[src/rtl/apb3_master_pkg.sv]
// Shared APB3 master definitions: FSM states, default bus widths and the
// peripheral address map, for requesters and benches.
package apb3_master_pkg;

  typedef enum logic [1:0] {
    IDLE   = 2'd0,
    SETUP  = 2'd1,
    ACCESS = 2'd2,
    RESP   = 2'd3
  } apb_state_t;

  localparam int unsigned APB_ADDR_W = 8;
  localparam int unsigned APB_DATA_W = 32;

  localparam logic [7:0] ADDR_NEOPIXEL  = 8'h00;
  localparam logic [7:0] ADDR_SERVO     = 8'h04;
  localparam logic [7:0] ADDR_RSA_FIRST = 8'h08;
  localparam logic [7:0] ADDR_RSA_LAST  = 8'h24;

endpackage

[src/rtl/apb3_master_wait_timer.sv]
// ACCESS-phase wait counter: cleared in SETUP, counts PREADY-low cycles,
// flags the last permitted wait cycle.
module apb3_wait_timer #(
  parameter int unsigned TIMEOUT = 16
) (
  input  logic clk,
  input  logic rst,
  input  logic clr,
  input  logic en,
  output logic tc
);

  localparam int unsigned CNT_W = $clog2(TIMEOUT + 1);

  logic [CNT_W-1:0] cnt;

  always_ff @(posedge clk or posedge rst) begin
    if (rst)
      cnt <= '0;
    else if (clr)
      cnt <= '0;
    else if (en)
      cnt <= cnt + CNT_W'(1);
  end

  assign tc = (cnt == CNT_W'(TIMEOUT - 1));

endmodule

[src/rtl/apb3_master.sv]
// APB3 initiator: one blocking command/response per transfer, with a
// bounded PREADY wait that aborts with an error on timeout.
module apb3_master
  import apb3_master_pkg::*;
#(
  parameter int unsigned ADDR_W  = APB_ADDR_W,
  parameter int unsigned DATA_W  = APB_DATA_W,
  parameter int unsigned TIMEOUT = 16
) (
  input  logic              PCLK,
  input  logic              PRESET,
  input  logic              req_valid,
  output logic              req_ready,
  input  logic              req_write,
  input  logic [ADDR_W-1:0] req_addr,
  input  logic [DATA_W-1:0] req_wdata,
  output logic              resp_valid,
  input  logic              resp_ready,
  output logic [DATA_W-1:0] resp_rdata,
  output logic              resp_err,
  output logic              resp_timeout,
  output logic              busy,
  output logic              PSEL,
  output logic              PENABLE,
  output logic              PWRITE,
  output logic [ADDR_W-1:0] PADDR,
  output logic [DATA_W-1:0] PWDATA,
  input  logic [DATA_W-1:0] PRDATA,
  input  logic              PREADY,
  input  logic              PSLVERR
);

  apb_state_t state, state_nxt;
  logic       accept;
  logic       tmr_clr;
  logic       tmr_en;
  logic       tmr_tc;

  apb3_wait_timer #(
    .TIMEOUT(TIMEOUT)
  ) u_wait_timer (
    .clk (PCLK),
    .rst (PRESET),
    .clr (tmr_clr),
    .en  (tmr_en),
    .tc  (tmr_tc)
  );

  assign accept  = (state == IDLE) && req_valid;
  assign tmr_clr = (state == SETUP);
  assign tmr_en  = (state == ACCESS) && !PREADY && !tmr_tc;

  always_ff @(posedge PCLK or posedge PRESET) begin
    if (PRESET)
      state <= IDLE;
    else
      state <= state_nxt;
  end

  always_comb begin
    state_nxt = state;
    unique case (state)
      IDLE:    if (req_valid) state_nxt = SETUP;
      SETUP:   state_nxt = ACCESS;
      ACCESS:  if (PREADY || tmr_tc) state_nxt = RESP;
      RESP:    if (resp_ready) state_nxt = IDLE;
      default: state_nxt = IDLE;
    endcase
  end

  // Control outputs decode the state register only, so no input reaches them combinationally.
  always_comb begin
    req_ready  = 1'b0;
    PSEL       = 1'b0;
    PENABLE    = 1'b0;
    resp_valid = 1'b0;
    busy       = (state != IDLE);
    unique case (state)
      IDLE:    req_ready = 1'b1;
      SETUP:   PSEL = 1'b1;
      ACCESS: begin
        PSEL    = 1'b1;
        PENABLE = 1'b1;
      end
      RESP:    resp_valid = 1'b1;
      default: ;
    endcase
  end

  always_ff @(posedge PCLK or posedge PRESET) begin
    if (PRESET) begin
      PWRITE <= 1'b0;
      PADDR  <= '0;
      PWDATA <= '0;
    end else if (accept) begin
      PWRITE <= req_write;
      PADDR  <= req_addr;
      PWDATA <= req_wdata;
    end
  end

  // PREADY wins over the terminal count when both land on the same cycle.
  always_ff @(posedge PCLK or posedge PRESET) begin
    if (PRESET) begin
      resp_rdata   <= '0;
      resp_err     <= 1'b0;
      resp_timeout <= 1'b0;
    end else if (state == ACCESS) begin
      if (PREADY) begin
        resp_rdata   <= PWRITE ? '0 : PRDATA;
        resp_err     <= PSLVERR;
        resp_timeout <= 1'b0;
      end else if (tmr_tc) begin
        resp_rdata   <= '0;
        resp_err     <= 1'b1;
        resp_timeout <= 1'b1;
      end
    end
  end

endmodule

[config.mk]
export PLATFORM = sky130hd
export DESIGN_NAME = apb3_master
export DESIGN_NICKNAME = d
export VERILOG_FILES = /design/src/rtl/apb3_master_pkg.sv /design/src/rtl/apb3_master_wait_timer.sv /design/src/rtl/apb3_master.sv
export SDC_FILE = /design/constraint.sdc
export NUM_CORES = 1
export LEC_CHECK = 0
export CAP_MARGIN = 20
export CORE_MARGIN = 1
export CORE_UTILIZATION = 56
export CTS_CLUSTER_DIAMETER = 120
export DETAILED_ROUTE_END_ITERATION = 8
export DONT_BUFFER_PORTS = 1
export PLACE_DENSITY = 0.69
export SYNTH_ARGS = -nofsm -noshare
export SYNTH_HDL_FRONTEND = slang
export SYNTH_SLANG_ARGS = --single-unit
[constraint.sdc]
create_clock -name PCLK -period 3.03 [get_ports PCLK]
set_clock_uncertainty 0.1 [all_clocks]
set_input_delay 0.606 -clock PCLK [delete_from_list [all_inputs] [get_ports PCLK]]
set_output_delay 0.606 -clock PCLK [all_outputs]
set_load 0.01 [all_outputs]
==> impl_metrics.csv, run 1 <==
group,metric,value,unit
run_status,status,"finished, final reports clean",
worst_setup_path,cp_slowest_cell,"o21ai_4",
place,dp.cells,335,
die,io_pins,159,
synth,async_reset_ff_share,100,%
clocking,ctsHoldBuffers,0,
synth,synth_cell_types,25,
timing,fin_crit,2.32,ns
synth,synth.largest_area_cell,"dfrtp_1",
grt,antenna_found_initial,0,
die,initial_utilization,59.1,%
synth,yosys-top-cells-count,"dfrtp_1 (82), nand2_1 (67), mux2_1 (40), o21ai_1 (34), buf_2 (8)",
synth,yosysTopAreaCellShare,62.3,%
final_layout,final_cells,349,
clocking,cts_max_level,3,
die,die_w,78.7,um
synth,yosysWarnings,0,
clocking,clock_latency,0.33,ns
synth,synthAdderAreaFrac,2.28,%
synth,muxShareOfSynthArea,14.8,%
synth,synth_edf_count,0,
timing,slew_viol_final,0,
power_and_ir_drop,power-per-cell-area,1120,nW/um^2
worst_setup_path,cpMostUsedCell,"ha_1",
die,die_area,6190,um^2
drt,vias,1919,
synth,netlist_instances,274,
clocking,cts_buffer_depth,2,
flow_run,max_cap_viol_count,0,
drt,wl_per_cell,17.1,um
synth,yosysMostFrequentCell,"dfrtp_1",
drt,drtIter0Drc,90,
synth,synth-compound-area-share,6.34,%
die,coreArea,5570,um^2
die,die_y,78.7,um
clocking,numCtsBuffers,9,
drt,via_per_inst,5.50,
worst_setup_path,critical_path_arrival,2.48,ns
power_and_ir_drop,p_total,4.01,mW
worst_setup_path,end_kind,"register",
synth,synth_top_family_by_area,"multiplexers",
place,gp_congestion,0.835,
grt,grt_max_degree,48,
drt,drc_errors,0,
timing,relSlewSlack,36.7,%
synth,synth-main-ff-cell,"dfrtp_1",
worst_hold_path,min_path_type,"input pin to asynchronous set/reset pin",
clocking,clock-sinks,82,
synth,synthTopCellsByArea,"dfrtp_1 (62%), mux2_1 (14%), nand2_1 (7.6%)",
drt,drt_first_pass_iters,4,
worst_setup_path,cp_cell_sequence,"ha_1 -> and3_1 -> ha_1 -> o21ai_4 -> buf_4 -> nand2_1 -> o21ai_1",
final_layout,fin_nets,359,
clocking,cts_root_buf,"clkbuf_8",
worst_setup_path,critPathMaxFanout,30,
synth,syn_nets,359,
clocking,cts_setup_buffers,0,
timing,rsz0062_at_grt,"false",
timing,fin_crit_sh,76.4,%
synth,synth_simple_gate_area_share,10.6,%
place,dp_hpwl,4410,um
clocking,path_clk_slew,0.08,ns
power_and_ir_drop,p_leak,1.60,nW
clocking,cts_tree,"done",
worst_setup_path,required,3.20,ns
clocking,postCtsResizedCells,0,
synth,synth_seq_area_share,62.3,%
grt,gr-total-overflow,0,
drt,postRouteAntennaNets,0,
worst_setup_path,slowest_delay,0.53,ns
worst_setup_path,path_class,"register to register",
timing,timing.fmax,432,MHz
synth,synth_area,3290,um^2
timing,setup_tns,0,ns
final_layout,syn_to_final_growth,8.24,%
synth,synth_xor_area_share,0.532,%
grt,grt_pass1_vias,1891,
final_layout,diodes,0,
grt,grt_usage,20.6,%
timing,setup_viol,0,
synth,ys_ff_latch,82,
worst_setup_path,critPathLaunchType,"register",
synth,post_synth.cell_area_avg,12.0,um^2
grt,grt_pass1_wl,9400,um
die,rows,27,
power_and_ir_drop,vdd_drop_max,0.615,mV
place,port_buffers,0,
drt,routed_wirelength,5980,um
timing,finalHoldViolCount,0,
final_layout,drive_gt1_share,9.03,%
timing,worst_slew_pin_slew,0.946,ns
worst max-delay path, delay by kind of cell (launching register included):
family / cells / cell delay (ns)
adder cells (fa/ha/maj): 2 / 0.46
buffers and inverters: 1 / 0.39
AO/OA/AOI/OAI: 2 / 0.60
AND/OR/NAND/NOR: 2 / 0.28
flip-flops: 1 / 0.40
layer usage:
layer  vias to the layer above  global-route usage [%]  part of all wire (%)
li1                        906                       -                     -
met4                         0                    9.44                   1.6
met1                       900                    26.5                    41
met3                         9                    7.82                    11
met2                       104                    31.0                    47
met5                         -                       0                     0
stage by stage:
stage               util (%)  hold slack, ns  setup slack [ns]  cell area [um^2]
global route            64.0           0.127             0.506              3570
global placement        60.3           0.437             0.769              3360
finish                  64.0           0.103             0.715              3570
detailed placement      60.3           0.443             0.712              3360
floorplan                  -           0.405             0.216              3290
CTS                     64.0           0.111             0.697              3570
report_power, final:
| part | leakage (nW) | total, mW | switching [mW] | internal [mW] |
|---|---|---|---|---|
| clock | 0.105 | 0.824 | 0.347 | 0.477 |
| combinational | 0.462 | 0.924 | 0.491 | 0.433 |
| sequential | 1.03 | 2.26 | 0.624 | 1.63 |
| total | 1.60 | 4.01 | 1.46 | 2.54 |
state kept, by name, indices dropped and copies added (netlist names):
| signal | count |
|---|---|
| resp_rdata | 32 |
| state | 2 |
| PADDR | 8 |
| PWDATA | 32 |
| PWRITE | 1 |
| u_wait_timer.cnt | 5 |
| resp_timeout | 1 |
| resp_err | 1 |
area by class of cell:
cell class,instances,area [um^2]
timing repair buffer,4,42.5
clock inverter,3,65.1
tap,72,90.1
multi-input combinational,171,1150
sequential,82,2050
fill,453,2010
clock buffer,11,141
inverter,6,23.8
final timing paths:
path | from | cells after the start | to | slack, ns
max | u_wait_timer.cnt[0] | 7 | resp_rdata[18] | 0.71
max in group asynchronous | PRESET | 2 | PWDATA[25] | 2.08
min reg2reg | resp_rdata[22] | 2 | resp_rdata[22] | 0.46
min in group PCLK | PREADY | 1 | resp_timeout | 0.26
min | PRESET | 1 | PADDR[6] | 0.10
max reg2reg | u_wait_timer.cnt[0] | 7 | resp_rdata[18] | 0.71
placed cells by master (no fill, tap or decap), types with 2 or more instances in the layout:
cell	instances
dfrtp_1	82
nand2_1	66
mux2_1	40
o21ai_1	34
clkbuf_8	10
ha_1	6
inv_1	5
nor2_1	4
nor2b_1	3
buf_4	3
xnor2_1	2
and3_1	2
clkinv_2	2
bufinv_16	2
logic make-up after synthesis:
family	Yosys count
AO/OA/AOI/OAI	39
AND/OR/NAND/NOR	81
adder cells (fa/ha/maj)	6
flip-flops	82
buffers and inverters	21
multiplexers	43
XOR/XNOR	2
Note: power is estimated with default switching activity, not from simulation.
==> run 2: changes to the inputs <==
clock period = 2.3 ns   (was 3.03 ns; I/O delays follow)
==> impl_metrics.csv, run 2 (synthesis gave the netlist of run 1 again) <==
group,metric,value,unit
clocking,path_clk_slew,0.08,ns
final_layout,fin_nets,360,
clocking,clock_latency,0.34,ns
clocking,cts_buffer_depth,2,
clocking,cts_setup_buffers,0,
drt,drt_first_pass_iters,4,
drt,postRouteAntennaNets,0,
clocking,clock-sinks,82,
power_and_ir_drop,vdd_drop_max,0.830,mV
power_and_ir_drop,p_leak,1.61,nW
grt,use_met1,24.6,%
worst_setup_path,cp_cell_sequence,"ha_1 -> and3_1 -> ha_1 -> nor3b_4 -> nor3_2 -> mux2_4",
run_status,status,"finished with violations",
final_layout,num-fill-cells,436,
final_layout,ff_latch_area,2050,um^2
grt,grt_max_degree,83,
grt,grtUsageMet3,9.77,%
grt,gr-total-overflow,0,
timing,setup_tns,0,ns
grt,use_met2,30.7,%
final_layout,syn_to_final_growth,9.04,%
place,place_ws,0.261,ns
timing,slew_viol_final,0,
grt,grt_usage,20.3,%
drt,via_per_inst,5.38,
die,die_area,6190,um^2
final_layout,multi_input_area,1150,um^2
grt,antenna_found_initial,0,
place,port_buffers,0,
worst_setup_path,rr_startpoint,"u_wait_timer.cnt[0]",
final_layout,final_common_cell,"dfrtp_1",
final_layout,drive_gt1_share,9.29,%
worst_setup_path,critical_path_arrival,2.16,ns
clocking,cts_root_buf,"clkbuf_8",
final_layout,diodes,0,
timing,worst_slew_pin_slew,0.420,ns
worst_setup_path,r2r_end,"state[1]",
die,rows,27,
power_and_ir_drop,power-per-cell-area,1460,nW/um^2
drt,drtIter0Drc,64,
timing,layout_setup_ws,0.275,ns
die,die_y,78.7,um
timing,fin_crit_sh,88.0,%
die,io_pins,159,
drt,routed_wirelength,5890,um
worst_setup_path,cpMostUsedCell,"ha_1",
place,gp_congestion,0.730,
flow_run,max_cap_viol_count,0,
worst_setup_path,reg2reg_depth,6,
drt,drc_errors,0,
die,initial_utilization,59.1,%
worst_hold_path,min_path_type,"input pin to asynchronous set/reset pin",
clocking,cts_tree,"done",
grt,grt-busiest-layer,"met2",
grt,grt_pass1_wl,9200,um
timing,finalHoldViolCount,3,
timing,setup_viol,0,
worst_setup_path,end_kind,"register",
worst_setup_path,critPathTopFamily,"simple AND/OR/NAND/NOR gates",
clocking,ctsHoldBuffers,0,
worst_setup_path,worst-path-buf-inv,0,
timing,relSlewSlack,72.0,%
clocking,cts_max_level,3,
worst_setup_path,required,2.44,ns
die,coreArea,5570,um^2
worst_setup_path,critPathMaxFanout,7,
worst_setup_path,critPathLaunchType,"register",
die,die_w,78.7,um
grt,grt_pass1_vias,1841,
drt,vias,1892,
worst_setup_path,cp_slowest_cell,"dfrtp_1",
place,dp_hpwl,4240,um
timing,rsz0062_at_grt,"false",
worst_setup_path,slowest_delay,0.40,ns
timing,hold_ws,-0.0102,ns
worst_setup_path,path_class,"register to register",
timing,fin_crit,2.02,ns
timing,timing.fmax,494,MHz
final_layout,mostFrequentLayoutCells,"dfrtp_1 (82), nand2_1 (66), mux2_1 (40)",
worst_setup_path,regToRegSetupSlack,0.28,ns
drt,wl_per_cell,16.7,um
run_status,violations,"negative hold slack",
final_layout,final_core_util,64.4,%
clocking,numCtsBuffers,9,
clocking,postCtsResizedCells,0,
final_layout,reg.largest.list,"PWDATA (32), resp_rdata (32), PADDR (8)",
run 2: worst max path at each step:
stage / startpoint / to / depth (start not counted)
6_report: u_wait_timer.cnt[0] / state[1] / 6
5_1_grt: u_wait_timer.cnt[0] / state[1] / 6
3_5_place_dp: u_wait_timer.cnt[0] / state[1] / 6
4_1_cts: u_wait_timer.cnt[0] / state[1] / 6
2_1_floorplan: u_wait_timer.cnt[0] / state[1] / 6
3_3_place_gp: u_wait_timer.cnt[0] / state[1] / 6
run 2: final cells by class:
type                       count  share of cell area (%)
clock buffer                  14                    4.53
tap                           72                    2.51
timing repair buffer           5                    2.09
inverter                       6                   0.731
clock inverter                 2                   0.975
sequential                    82                    57.1
multi-input combinational    171                    32.0
run 2: per-stage QoR:
stage | cells | cell area (um^2) | hold WS [ns] | power, mW
after detailed placement | 336 | 3390 | 0.390 | 4.29
after CTS | 352 | 3590 | 0.00924 | 5.32
after floorplan | 274 | 3300 | 0.405 | 3.91
final | 352 | 3590 | -0.0102 | 5.24
after global placement | 336 | 3390 | 0.388 | 4.21
after global routing | 352 | 3590 | 0.0109 | 5.60
run 2: power breakdown:
part           switching [mW]  total (mW)  leakage (nW)  internal, mW
Combinational           0.640        1.24         0.475         0.599
Sequential              0.815        2.97          1.03          2.15
Clock                   0.475        1.04         0.101         0.561
Total                    1.93        5.24          1.61          3.31
run 2: worst reg2reg max path, cell delays in order (launching register included):
cell and delay, ns:
dfrtp_1 0.40, ha_1 0.22, and3_1 0.18, ha_1 0.25, nor3b_4 0.36, nor3_2 0.11
mux2_4 0.30
run 2: routing by layer:
layer / vias up / wire (um)
met1: 870 / 2400
met4: 0 / 82
li1: 912 / -
met2: 103 / 2710
met3: 7 / 695
met5: - / 0
==> run 3: changes to the inputs <==
CTS_BUF_LIST = sky130_fd_sc_hd__clkbuf_4   (was not set)
==> impl_metrics.csv, run 3 (synthesis gave the netlist of run 1 again) <==
group,metric,value,unit
drt,routed_wirelength,5850,um
grt,antenna_found_initial,0,
die,rows,27,
flow_run,max_cap_viol_count,0,
power_and_ir_drop,vdd_drop_max,0.851,mV
die,io_pins,159,
final_layout,final_area,3540,um^2
final_layout,num-fill-cells,437,
drt,vias,1912,
final_layout,diodes,0,
clocking,clock_latency,0.41,ns
place,place_area,3390,um^2
die,initial_utilization,59.1,%
power_and_ir_drop,power-per-cell-area,1420,nW/um^2
die,coreArea,5570,um^2
clocking,cts_buffer_depth,2,
drt,via_per_inst,5.42,
place,dp.cells,336,
drt,drtIter0Drc,51,
worst_setup_path,critPathLaunchType,"register",
place,port_buffers,0,
power_and_ir_drop,p_leak,1.59,nW
worst_setup_path,path_class,"register to register",
final_layout,syn_to_final_growth,7.37,%
clocking,numCtsBuffers,9,
power_and_ir_drop,p_total,5.01,mW
grt,gr-total-overflow,0,
worst_setup_path,critPathMaxFanout,7,
timing,setup_viol,0,
timing,timing.fmax,495,MHz
timing,rsz0062_at_grt,"false",
drt,postRouteAntennaNets,0,
worst_setup_path,critical_path_arrival,2.23,ns
timing,finalHoldViolCount,0,
timing,worst_slew_pin_slew,0.417,ns
final_layout,final_common_cell,"dfrtp_1",
grt,grt_usage,20.1,%
clocking,clock-sinks,82,
run_status,status,"finished, final reports clean",
clocking,cts_setup_buffers,0,
die,die_y,78.7,um
drt,wl_per_cell,16.6,um
place,dp_hpwl,4240,um
die,die_w,78.7,um
clocking,cts_tree,"done",
timing,slew_viol_final,0,
final_layout,final_cells,353,
grt,grt_max_degree,83,
final_layout,multi_input_area,1150,um^2
timing,fin_crit_sh,87.8,%
timing,relSlewSlack,72.2,%
clocking,path_clk_slew,0.13,ns
final_layout,ff_latch_area,2050,um^2
timing,fin_crit,2.02,ns
die,die_area,6190,um^2
clocking,cts_max_level,3,
timing,hold_ws,0.0483,ns
drt,drt_first_pass_iters,4,
final_layout,reg.largest.list,"PWDATA (32), resp_rdata (32), PADDR (8)",
worst_setup_path,end_kind,"register",
final_layout,drive_gt1_share,9.61,%
grt,grt_pass1_wl,9210,um
drt,drc_errors,0,
timing,setup_tns,0,ns
grt,grt_pass1_vias,1847,
worst_setup_path,required,2.51,ns
final_layout,fin_nets,361,
final_layout,mostFrequentLayoutCells,"dfrtp_1 (82), nand2_1 (66), mux2_1 (40)",
worst_hold_path,min_path_type,"input pin to register",
place,gp_congestion,0.730,
clocking,cts_root_buf,"clkbuf_4",
[run 3: cell count changes in the layout (fill, tap and decap cells not counted), sizes merged]
cell         delta
clkinv          +2
clkbuf          -2
dlygate4sd3     +1
[run 3: critical path, stage by stage (launching register included)]
cell,delay [ns]
dfrtp_1,0.41
ha_1,0.22
and3_1,0.18
ha_1,0.25
nor3b_4,0.36
nor3_2,0.11
mux2_4,0.30
[run 3: report_power, final]
group | internal [mW] | switching (mW) | leakage, nW
clock network | 0.361 | 0.448 | 0.0764
registers | 2.15 | 0.814 | 1.03
logic | 0.600 | 0.640 | 0.479
total | 3.11 | 1.90 | 1.59
[run 3: layout make-up]
| type | count | area share, % |
|---|---|---|
| multi-input combinational | 171 | 32.5 |
| tap | 72 | 2.55 |
| inverter | 6 | 0.743 |
| clock buffer | 12 | 2.55 |
| clock inverter | 4 | 1.20 |
| sequential | 82 | 58.0 |
| timing repair buffer | 6 | 2.41 |
[run 3: routing by layer]
layer / up-vias / part of all wire (%) / GRT usage (%)
met3: 10 / 11 / 7.70
li1: 920 / - / -
met2: 108 / 47 / 30.5
met5: - / 0 / 0
met1: 874 / 40 / 24.8
met4: 0 / 1.8 / 11.1
[run 3: repair_timing]
action                                 in CTS  in global routing
setup endpoints to repair                   0                  0
endpoints found under the hold margin      82                  0
gates resized for setup                     0                  0
hold buffers                                1                  0
[run 3: path summary, 6_finish.rpt]
kind | from | slack [ns] | to | cells after the start
max | u_wait_timer.cnt[0] | 0.28 | state[1] | 6
min | PRDATA[21] | 0.05 | resp_rdata[21] | 2
max reg2reg | u_wait_timer.cnt[0] | 0.28 | state[1] | 6
min reg2reg | u_wait_timer.cnt[1] | 0.46 | u_wait_timer.cnt[1] | 2
max in group asynchronous | PRESET | 1.23 | state[0] | 3
min in group asynchronous | PRESET | 0.53 | PWDATA[14] | 3
[run 3: through the flow]
step,utilization [%],setup slack [ns]
after floorplan,-,0.389
after global placement,60.9,0.307
after CTS,63.5,0.260
after detailed placement,60.9,0.261
final,63.5,0.281
after global routing,63.5,0.190
